## config.mk

```make
export PLATFORM = sky130hd
export DESIGN_NAME = and_sweep_ctrl
export DESIGN_NICKNAME = d
export VERILOG_FILES = /design/src/rtl/and_sweep_pkg.sv /design/src/rtl/and_sweep_cnt.sv /design/src/rtl/and_sweep_ctrl.sv
export SDC_FILE = /design/constraint.sdc
export NUM_CORES = 1
export LEC_CHECK = 0
export BUFFER_PORTS_ARGS = -buffer_cell sky130_fd_sc_hd__clkbuf_2
export CORE_ASPECT_RATIO = 0.9
export CORE_MARGIN = 8
export CORE_UTILIZATION = 37
export DETAILED_ROUTE_END_ITERATION = 6
export GPL_ROUTABILITY_DRIVEN = 0
export SLEW_MARGIN = 20
export SYNTH_ARGS = -nofsm -noshare
export SYNTH_HDL_FRONTEND = slang
export SYNTH_SLANG_ARGS = --single-unit
```

## constraint.sdc

```tcl
create_clock -name clk -period 4.45 [get_ports clk]
set_input_delay 0.2225 -clock clk [delete_from_list [all_inputs] [get_ports clk]]
set_output_delay 0.2225 -clock clk [all_outputs]
set_load 0.02 [all_outputs]
```

## src/rtl/and_sweep_pkg.sv

```systemverilog
// -----------------------------------------------------------------------------
// and_sweep_pkg
//
// Shared definitions for the AND-datapath sweep sequencer:
//   - state_t   : sequencer FSM states (IDLE, APPLY, CHECK, HOLD, DONE)
//   - NUM_VEC   : number of input vectors swept (all combinations of A,B,C,D)
//   - VEC_W     : width of the vector index
//   - ERR_W     : width of the mismatch counter (holds 0..16)
//   - CNT_W     : width of the dwell counter (DWELL up to 255)
//   - exp_efg() : golden model of the datapath, returns {E, F, G}
//
// Optional feature macro used by files importing this package: FAIL_CAPTURE_EN.
// -----------------------------------------------------------------------------
package and_sweep_pkg;

    localparam int NUM_VEC = 16;
    localparam int VEC_W   = 4;
    localparam int ERR_W   = 5;
    localparam int CNT_W   = 8;

    // Index of the final vector; the FSM finishes the sweep here instead of
    // incrementing, so vec_idx never wraps.
    localparam logic [VEC_W-1:0] LAST_VEC = VEC_W'(NUM_VEC - 1);

    typedef enum logic [2:0] {
        IDLE  = 3'd0,
        APPLY = 3'd1,
        CHECK = 3'd2,
        HOLD  = 3'd3,
        DONE  = 3'd4
    } state_t;

    // Expected datapath outputs for a vector {A,B,C,D} = vec[3:0].
    function automatic logic [2:0] exp_efg(input logic [VEC_W-1:0] vec);
        logic ab;
        logic cd;
        ab = vec[3] & vec[2];
        cd = vec[1] & vec[0];
        return {ab, cd, ab & cd};
    endfunction

endpackage

```

## src/rtl/and_sweep_cnt.sv

```systemverilog
// -----------------------------------------------------------------------------
// and_sweep_cnt
//
// Dwell counter for the sweep sequencer. Counts 0..DWELL-1 while enabled and
// wraps back to 0, so each wrap marks the start of the next vector period.
//
// Parameters:
//   DWELL     : cycles per vector period (2..255)
//   SETTLE    : cycles a vector is applied before its outputs are checked
//               (1..DWELL-1)
//
// Ports:
//   clk       in   system clock, rising edge
//   rst_n     in   asynchronous active-low reset
//   clr       in   synchronous clear to 0 (has priority over en)
//   en        in   count enable
//   at_settle out  counter is on the last settle cycle (cnt == SETTLE-1);
//                  the check cycle follows on the next clock
//   at_end    out  counter is on the last cycle of the period (cnt == DWELL-1)
// -----------------------------------------------------------------------------
module and_sweep_cnt
    import and_sweep_pkg::*;
#(
    parameter int DWELL  = 4,
    parameter int SETTLE = 2
) (
    input  logic clk,
    input  logic rst_n,
    input  logic clr,
    input  logic en,
    output logic at_settle,
    output logic at_end
);

    localparam logic [CNT_W-1:0] SETTLE_LAST = CNT_W'(SETTLE - 1);
    localparam logic [CNT_W-1:0] DWELL_LAST  = CNT_W'(DWELL - 1);

    logic [CNT_W-1:0] cnt;

    always_ff @(posedge clk or negedge rst_n) begin
        if (!rst_n) begin
            cnt <= '0;
        end else if (clr) begin
            cnt <= '0;
        end else if (en) begin
            // Wrapping here is what returns cnt to 0 when the sequencer
            // moves on to the next vector.
            if (cnt == DWELL_LAST) begin
                cnt <= '0;
            end else begin
                cnt <= cnt + 1'b1;
            end
        end
    end

    assign at_settle = (cnt == SETTLE_LAST);
    assign at_end    = (cnt == DWELL_LAST);

endmodule

```

## src/rtl/and_sweep_ctrl.sv

```systemverilog
// -----------------------------------------------------------------------------
// and_sweep_ctrl
//
// Clocked, self-checking sweep sequencer for the four-input AND datapath
// (E = A&B, F = C&D, G = A&B&C&D). On start it drives all 16 vectors in
// binary order, each for DWELL cycles, checks E/F/G once per vector SETTLE
// cycles after the vector is applied, and reports the mismatch count and a
// pass flag.
//
// Parameters:
//   DWELL  : cycles each vector is held (2..255)
//   SETTLE : cycles from vector application to the check (1..DWELL-1)
//
// Ports:
//   clk            in   system clock, rising edge
//   rst_n          in   asynchronous active-low reset
//   start          in   level-sampled; begins a sweep when idle
//   abort          in   cancels a running sweep (wins over start when idle)
//   dut_e/f/g      in   datapath outputs under test
//   dut_a/b/c/d    out  datapath inputs = vec_idx[3], [2], [1], [0]
//   vec_idx        out  current vector index
//   busy           out  sweep in progress
//   done           out  one-cycle pulse when a sweep completes
//   pass           out  last completed sweep had zero mismatches
//   err_cnt        out  mismatches in the current/last sweep (0..16)
//
// Optional feature, enabled by defining FAIL_CAPTURE_EN:
//   first_fail_vld out  a mismatch has been captured in this sweep
//   first_fail_vec out  vector index of the first mismatch
//   first_fail_efg out  observed {E,F,G} at the first mismatch
//
// Handshake: start/abort are plain levels sampled on every rising edge; there
// is no acknowledge. busy high means start is ignored, done pulses for exactly
// one cycle and is never produced by an abort or a reset.
// -----------------------------------------------------------------------------
module and_sweep_ctrl
    import and_sweep_pkg::*;
#(
    parameter int DWELL  = 4,
    parameter int SETTLE = 2
) (
    input  logic             clk,
    input  logic             rst_n,
    input  logic             start,
    input  logic             abort,
    input  logic             dut_e,
    input  logic             dut_f,
    input  logic             dut_g,
    output logic             dut_a,
    output logic             dut_b,
    output logic             dut_c,
    output logic             dut_d,
    output logic [VEC_W-1:0] vec_idx,
    output logic             busy,
    output logic             done,
    output logic             pass,
    output logic [ERR_W-1:0] err_cnt
`ifdef FAIL_CAPTURE_EN
    ,
    output logic             first_fail_vld,
    output logic [VEC_W-1:0] first_fail_vec,
    output logic [2:0]       first_fail_efg
`endif
);

    state_t     state;
    state_t     state_nxt;

    logic       at_settle;
    logic       at_end;
    logic       last_vec;

    // Control strobes produced by the output decode
    logic       accept;      // start taken in IDLE
    logic       abort_hit;   // abort taken while busy
    logic       check_en;    // this is the compare cycle of a vector
    logic       advance;     // move on to the next vector
    logic       finish;      // last vector done, enter DONE
    logic       cnt_clr;
    logic       cnt_en;

    logic [2:0] obs_efg;
    logic       mismatch;
    logic       err_inc;

    // ------------------------------------------------------------------
    // Dwell counter
    // ------------------------------------------------------------------
    and_sweep_cnt #(
        .DWELL  (DWELL),
        .SETTLE (SETTLE)
    ) u_cnt (
        .clk       (clk),
        .rst_n     (rst_n),
        .clr       (cnt_clr),
        .en        (cnt_en),
        .at_settle (at_settle),
        .at_end    (at_end)
    );

    assign cnt_clr = accept | abort_hit;
    assign cnt_en  = busy & ~abort_hit;

    assign last_vec = (vec_idx == LAST_VEC);

    // ------------------------------------------------------------------
    // FSM: state register
    // ------------------------------------------------------------------
    always_ff @(posedge clk or negedge rst_n) begin
        if (!rst_n) begin
            state <= IDLE;
        end else begin
            state <= state_nxt;
        end
    end

    // ------------------------------------------------------------------
    // FSM: next-state logic
    // CHECK can also be the last cycle of the period (SETTLE == DWELL-1);
    // at_end is then already true there and HOLD is skipped.
    // ------------------------------------------------------------------
    always_comb begin
        state_nxt = state;
        case (state)
            IDLE: begin
                if (start && !abort) begin
                    state_nxt = APPLY;
                end
            end
            APPLY: begin
                if (abort) begin
                    state_nxt = IDLE;
                end else if (at_settle) begin
                    state_nxt = CHECK;
                end
            end
            CHECK: begin
                if (abort) begin
                    state_nxt = IDLE;
                end else if (at_end) begin
                    state_nxt = last_vec ? DONE : APPLY;
                end else begin
                    state_nxt = HOLD;
                end
            end
            HOLD: begin
                if (abort) begin
                    state_nxt = IDLE;
                end else if (at_end) begin
                    state_nxt = last_vec ? DONE : APPLY;
                end
            end
            DONE: begin
                state_nxt = IDLE;
            end
            default: begin
                state_nxt = IDLE;
            end
        endcase
    end

    // ------------------------------------------------------------------
    // FSM: output / strobe decode
    // ------------------------------------------------------------------
    always_comb begin
        busy      = 1'b0;
        done      = 1'b0;
        accept    = 1'b0;
        abort_hit = 1'b0;
        check_en  = 1'b0;
        advance   = 1'b0;
        finish    = 1'b0;
        case (state)
            IDLE: begin
                accept = start & ~abort;
            end
            APPLY: begin
                busy      = 1'b1;
                abort_hit = abort;
            end
            CHECK: begin
                busy      = 1'b1;
                abort_hit = abort;
                check_en  = ~abort;
                advance   = ~abort & at_end & ~last_vec;
                finish    = ~abort & at_end & last_vec;
            end
            HOLD: begin
                busy      = 1'b1;
                abort_hit = abort;
                advance   = ~abort & at_end & ~last_vec;
                finish    = ~abort & at_end & last_vec;
            end
            DONE: begin
                done = 1'b1;
            end
            default: begin
                busy = 1'b0;
            end
        endcase
    end

    // ------------------------------------------------------------------
    // Scoreboard: compare observed outputs with the golden function.
    // Any bit difference counts as a single error for the vector.
    // ------------------------------------------------------------------
    assign obs_efg  = {dut_e, dut_f, dut_g};
    assign mismatch = (obs_efg != exp_efg(vec_idx));
    assign err_inc  = check_en & mismatch;

    always_ff @(posedge clk or negedge rst_n) begin
        if (!rst_n) begin
            vec_idx <= '0;
            err_cnt <= '0;
            pass    <= 1'b0;
        end else if (accept) begin
            vec_idx <= '0;
            err_cnt <= '0;
            pass    <= 1'b0;
        end else if (abort_hit) begin
            // err_cnt keeps the partial count for post-mortem.
            vec_idx <= '0;
            pass    <= 1'b0;
        end else begin
            if (err_inc) begin
                err_cnt <= err_cnt + 1'b1;
            end
            if (advance) begin
                vec_idx <= vec_idx + 1'b1;
            end
            if (finish) begin
                vec_idx <= '0;
                // The final compare may land on this same edge.
                pass    <= (err_cnt == '0) && !err_inc;
            end
        end
    end

    // Vector bit 3 drives A down to bit 0 driving D.
    assign dut_a = vec_idx[3];
    assign dut_b = vec_idx[2];
    assign dut_c = vec_idx[1];
    assign dut_d = vec_idx[0];

`ifdef FAIL_CAPTURE_EN
    // ------------------------------------------------------------------
    // First-failure capture: latched once per sweep, held through DONE,
    // IDLE and abort, cleared only by reset or an accepted start.
    // ------------------------------------------------------------------
    always_ff @(posedge clk or negedge rst_n) begin
        if (!rst_n) begin
            first_fail_vld <= 1'b0;
            first_fail_vec <= '0;
            first_fail_efg <= '0;
        end else if (accept) begin
            first_fail_vld <= 1'b0;
            first_fail_vec <= '0;
            first_fail_efg <= '0;
        end else if (err_inc && !first_fail_vld) begin
            first_fail_vld <= 1'b1;
            first_fail_vec <= vec_idx;
            first_fail_efg <= obs_efg;
        end
    end
`endif

endmodule

```

=== Yosys cells after proc, flatten, opt, wreduce, memory -nomap -nowiden ===
Index checks and enable logic that the tools add are counted.

* Add/subtract/negate cells: 3
* Equal/unequal tests: 12
* Multiplexer cells: 29
* Bitwise operators: 13
* Reduce and logical (&&, ||, !) cells: 14

{| class="wikitable"
|+ Operator list
! operator !! number
|-
| $mux W3 || 8
|-
| $mux W8 || 3
|-
| $mux W4 || 4
|-
| $mux W5 || 3
|-
| $pmux W3 S4 || 1
|-
| $mux W1 || 10
|-
| $and A1 B1 Y1 || 9
|-
| $add A8 B1 Y8 const B || 1
|-
| $eq A8 B1 Y1 const B || 1
|-
| $eq A8 B2 Y1 const B || 1
|-
| $eq A3 B2 Y1 const B || 2
|-
| $ne A3 B3 Y1 const B || 2
|-
| $add A5 B1 Y5 const B || 1
|-
| $logic_not A5 Y1 || 1
|-
| $add A4 B1 Y4 const B || 1
|-
| $eq A4 B4 Y1 const B || 1
|-
| $ne A2 B2 Y1 const B || 2
|-
| $reduce_bool A2 Y1 || 2
|-
| $reduce_bool A4 Y1 || 1
|-
| $eq A3 B1 Y1 const B || 1
|-
| $eq A3 B3 Y1 const B || 1
|-
| $logic_not A3 Y1 || 1
|-
| $ne A3 B3 Y1 || 1
|-
| $not A1 Y1 || 3
|-
| other kinds (8) || 10
|}

* Register bits after elaboration: 21
* Input port bits: 7
* Output and inout bits: 16
* Word-level logic and storage cells: 76

=== Depth between registers and ports, before layout ===
* Depth in word-level cells: 9
* Mapped depth: 6
* Depth with buffers taken out: 6

=== By module ===
A second synthesis with hierarchy kept.

* Cells, all modules: 149
* Area, all modules: 1,362.6 µm²

{| class="wikitable"
|+ By module, submodules not included
! module !! instances !! cells an instance !! area an instance (µm²)
|-
| and_sweep_ctrl || 1 || 103 || 890.9
|-
| and_sweep_cnt || 1 || 46 || 471.7
|}

=== Least setup slack after synthesis ===
OpenSTA, ideal clock, no wires.

* Path type: reg2reg
* From: register u_cnt.cnt[0]
* To: register vec_idx[3]
* Setup time: 0.078 ns
* Data arrival time: 1.660 ns
* Required time: 4.372 ns
* Setup slack: 2.712 ns
* Stages on the path, launching flop included: 6
* Buffers on the path: 0
* Period minus slack after synthesis: 1.738 ns
* Cell sequence: dfrtp_1 ha_1 nor3b_1 nand4_2 or3_1 a21oi_1

* Cells in the longest elaborated chain, start to end: 7
* Elaborated cells on any way between the ends: 10
* Classes of those cells: 1 x eq/ne; 5 x mux; 3 x bitwise; 1 x reduce/logical

{| class="wikitable"
|+ RTL lines
! what !! line !! RTL
|-
| start: declaration || and_sweep_cnt.sv:38 || <nowiki>logic [CNT_W-1:0] cnt;</nowiki>
|-
| start signal: assignment || and_sweep_cnt.sv:51 || <nowiki>cnt <= cnt + 1'b1;</nowiki>
|-
| $eq A8 B2 Y1 * || and_sweep_cnt.sv:57 || <nowiki>assign at_end = (cnt == DWELL_LAST);</nowiki>
|-
| $and A1 B1 Y1 * || - ||
|-
| $and A1 B1 Y1 || and_sweep_ctrl.sv:186, and_sweep_ctrl.sv:192 ||
|-
| $mux W1 || - ||
|-
| $mux W4 || and_sweep_ctrl.sv:231 || <nowiki>if (finish) begin</nowiki>
|-
| $mux W4 || and_sweep_ctrl.sv:220 || <nowiki>end else if (abort_hit) begin</nowiki>
|-
| $mux W4 || and_sweep_ctrl.sv:216 || <nowiki>end else if (accept) begin</nowiki>
|-
| end signal: assignment || and_sweep_ctrl.sv:229 || <nowiki>vec_idx <= vec_idx + 1'b1;</nowiki>
|-
| end: declaration || and_sweep_ctrl.sv:53 || <nowiki>output logic [VEC_W-1:0] vec_idx,</nowiki>
|}

Every way passes the cells marked *; elsewhere a longest branch is shown, timed or not.
A chain may end at the register's enable or synchronous reset.

=== Worst setup path in the final report ===
Same ends and word-level chain as after synthesis.

==> results.md <==
- Chain of cells forming the critical path: ha_1, nor3b_1, nand4_2, or3_1, a21oi_1
- Hold violation total from the final report: 0
- Number of warning messages in the yosys log: 0
- Top routing layer in use: met4
- Area of the die: ~0.0059 sq mm
- Maximum number of pins on one net before global-route repair: 22
- Hold depth: 2
- Power density over cell area: slightly below 400 mW/mm^2
- CP max stage delay: between 0.4 and 0.5 ns
- Number of flops mapped to enable cells by yosys: 0
- Number of stages on the worst setup path: 5
- WL final: 3.19 mm
- Post-placement setup slack: roughly 2.5 ns
- Number of placement rows: 21
- Worst slew margin relative to its limit: a little over three fifths
- Pre-antenna DRT Iters: 4
- DRC: 0
- Main flop type after synthesis: dfrtp_1
- Die width: between 80 and 90 um
- Post-CTS setup buffer count: 0
- Final period utilization: 44.2%
- Critical Setup Path Class: flop to flop
- Max Clk Rate: 508 MHz
- FF-to-FF path depth: 5
- Synthesized area per cell: between 9 and 10 sq um
- Mapped Cells: around 150
- Maximum clock path buffer count: 2
- IR drop worst, VDD: 0.265 mV
- Area share of the largest cell type after synthesis: approximately 38%
- Async S/R FF share, synth: 100%
- RSZ-0062 raised after global routing: false
- CTS Root Buffer Type: clkbuf_8
- Post-route minimum period: slightly below 2 ns
- Level count of the clock H-tree: 1
- Global-route wire length before repair: 5.31 mm
- Final Hold Slack: between 0.2 and 0.25 ns
- Top-count cell post-synth: dfrtp_1
- All-Layer GR Usage: between 10% and 20%
- Net count, final: between 150 and 200
- Via-per-instance ratio: roughly 5.6
- Vias after detailed routing: 1181
- Maximum clock skew at final layout: a little over 0.004 ns
- Overall Power: 0.605 mW
- Port buffer count: 22
- Clock buffers created by TritonCTS: 3
- Sum of routed wire segments on met1: 1.46 mm
- Worst setup slack after layout: between 2 and 2.5 ns
- Vias in the first global route: around 1100
- Detailed route wirelength on metal3: around 190 um
- Cell type group with the largest total delay on the critical path: simple AND/OR/NAND/NOR gates
- Fraction of layout instances using a drive strength above 1: between 10% and 20%
- Critical path data arrival time: 2.16 ns
- Actual slew at the worst max-slew pin: around 0.55 ns
- Antenna violations before repair: 0
- Crit-path slowest cell: or3_1
- Worst Setup End Kind: flop
- DP HPWL: between 2 and 2.5 mm
- Endpoints failing setup: 0
- First-iteration detailed-routing DRC count: 93
- Status: complete, no violations
- Congestion Overflow GR: 0
- Effective utilization at floorplan: approximately 38%
- Final number of max-transition violations: 0
- P&R area growth vs syn: 11.7%
- Critical path required time: 4.65 ns
- Accumulated negative setup slack: 0 ns
- Clock input transition at the sequential cells of the worst setup and hold paths: approximately 0.080 ns
- Post-Syn Area: 0.00137 sq mm
- Routed length per instance: ~15 um
- Highest net fanout along the worst path: 9
- Max Cap Viol: 0
- Dominant cells by area after synthesis: dfrtp_1 38%, ha_1 4.6%, a21oi_1 4.0%
- Later-pin clock latency in the skew report: about 0.27 ns
- Critical path startpoint category: flop
- Diode count: 0
- Number of placed I/O pins: 23
- Core area: between 0.003 and 0.004 sq mm
- Clock tree from TritonCTS: built
- Met2 wire length: about 1.5 mm
- Cell type contributing the most total cell area after synthesis: dfrtp_1
- Worst hold path type: input pin to flop
- Standby leakage power: ~0.70 nW
- Post-synthesis sequential element count: 21
- Number of distinct library cells after synthesis: 45
- Post-synthesis net count: approximately 160
- Clock tree sinks: 21
- Buffering stage count on the worst path with inverters included: 0
- Post-DRT Antenna Nets: 0
- Vertical die dimension: 73.6 um
- Most frequent cells after synthesis: 21 x dfrtp_1, 12 x nand2_1, 11 x a21oi_1
- Seq/Total Area, Yosys: approximately 38%
[cell type report]
type / count / area [sq um]
fillers: 378 / 2100
well taps: 46 / 57.6
clock buffers: 4 / 45.0
multi-input cells: 112 / 762
repair buffers: 23 / 120
inverters: 4 / 15.0
flip-flops and latches: 21 / 526
[per-layer routing]
layer / vias to the layer above / global-route usage (%)
li1: 584 / -
met1: 568 / 13.7
met2: 22 / 17.8
met3: 7 / 4.28
met4: 0 / 4.03
met5: - / 0
[logic make-up (layout without fill, tap and decap cells)]
logic type,Yosys count,after routing,synth area share [%]
buffers and inverters,13,31,5.68
AND/OR/NAND/NOR,60,60,26.9
multiplexers,6,6,4.49
flip-flops,21,21,38.5
adder cells (fa/ha/maj),5,5,4.58
XOR/XNOR,3,3,1.93
AO/OA/AOI/OAI,38,38,18.0
[sequential cells by signal (all words and copies together), names as in the netlist]
| signal | flops |
|---|---|
| vec_idx | 4 |
| err_cnt | 5 |
| state | 3 |
| pass | 1 |
| u_cnt.cnt | 8 |
[final timing paths]
| check | startpoint | to | slack (ns) |
|---|---|---|---|
| min reg2reg | err_cnt[4] | err_cnt[4] | 0.51 |
| max reg2reg | u_cnt.cnt[0] | vec_idx[3] | 2.48 |
| min in group asynchronous | rst_n | vec_idx[3] | 0.47 |
| max in group asynchronous | rst_n | state[1] | 3.61 |
| min | abort | state[1] | 0.24 |
| max | u_cnt.cnt[0] | vec_idx[3] | 2.48 |
[metrics by stage]
stage	utilization, %	cells	instance area, sq um
6_report	42.1	210	1530
2_1_floorplan	-	146	1370
4_1_cts	42.1	210	1530
3_3_place_gp	40.5	205	1470
5_1_grt	42.1	210	1530
3_5_place_dp	40.5	205	1470
[placed cells by master (no fill, tap or decap), drive strengths merged, types with 2 or more instances in the layout]
master,count
a211oi,2
a21o,4
a21oi,11
and2,2
and3,4
clkbuf,26
dfrtp,21
ha,5
inv,4
mux2i,5
nand2,12
nand2b,2
nand3,7
nand3b,2
nand4,4
nor2,7
nor3,3
nor3b,3
nor4,3
nor4b,2
o21ai,8
o31ai,5
or3,2
or4,2
xnor2,2
[power by group]
part           internal [mW]  switching, mW
logic                 0.0896          0.128
clock network         0.0640         0.0674
registers              0.215         0.0399
total                  0.369          0.236
[timing repair]
action / 4_1_cts / 5_1_grt
hold endpoints to repair: 21 / 0
gates resized for setup: 0 / 0
hold buffers: 1 / 0
(Power assumes the default switching activity.)
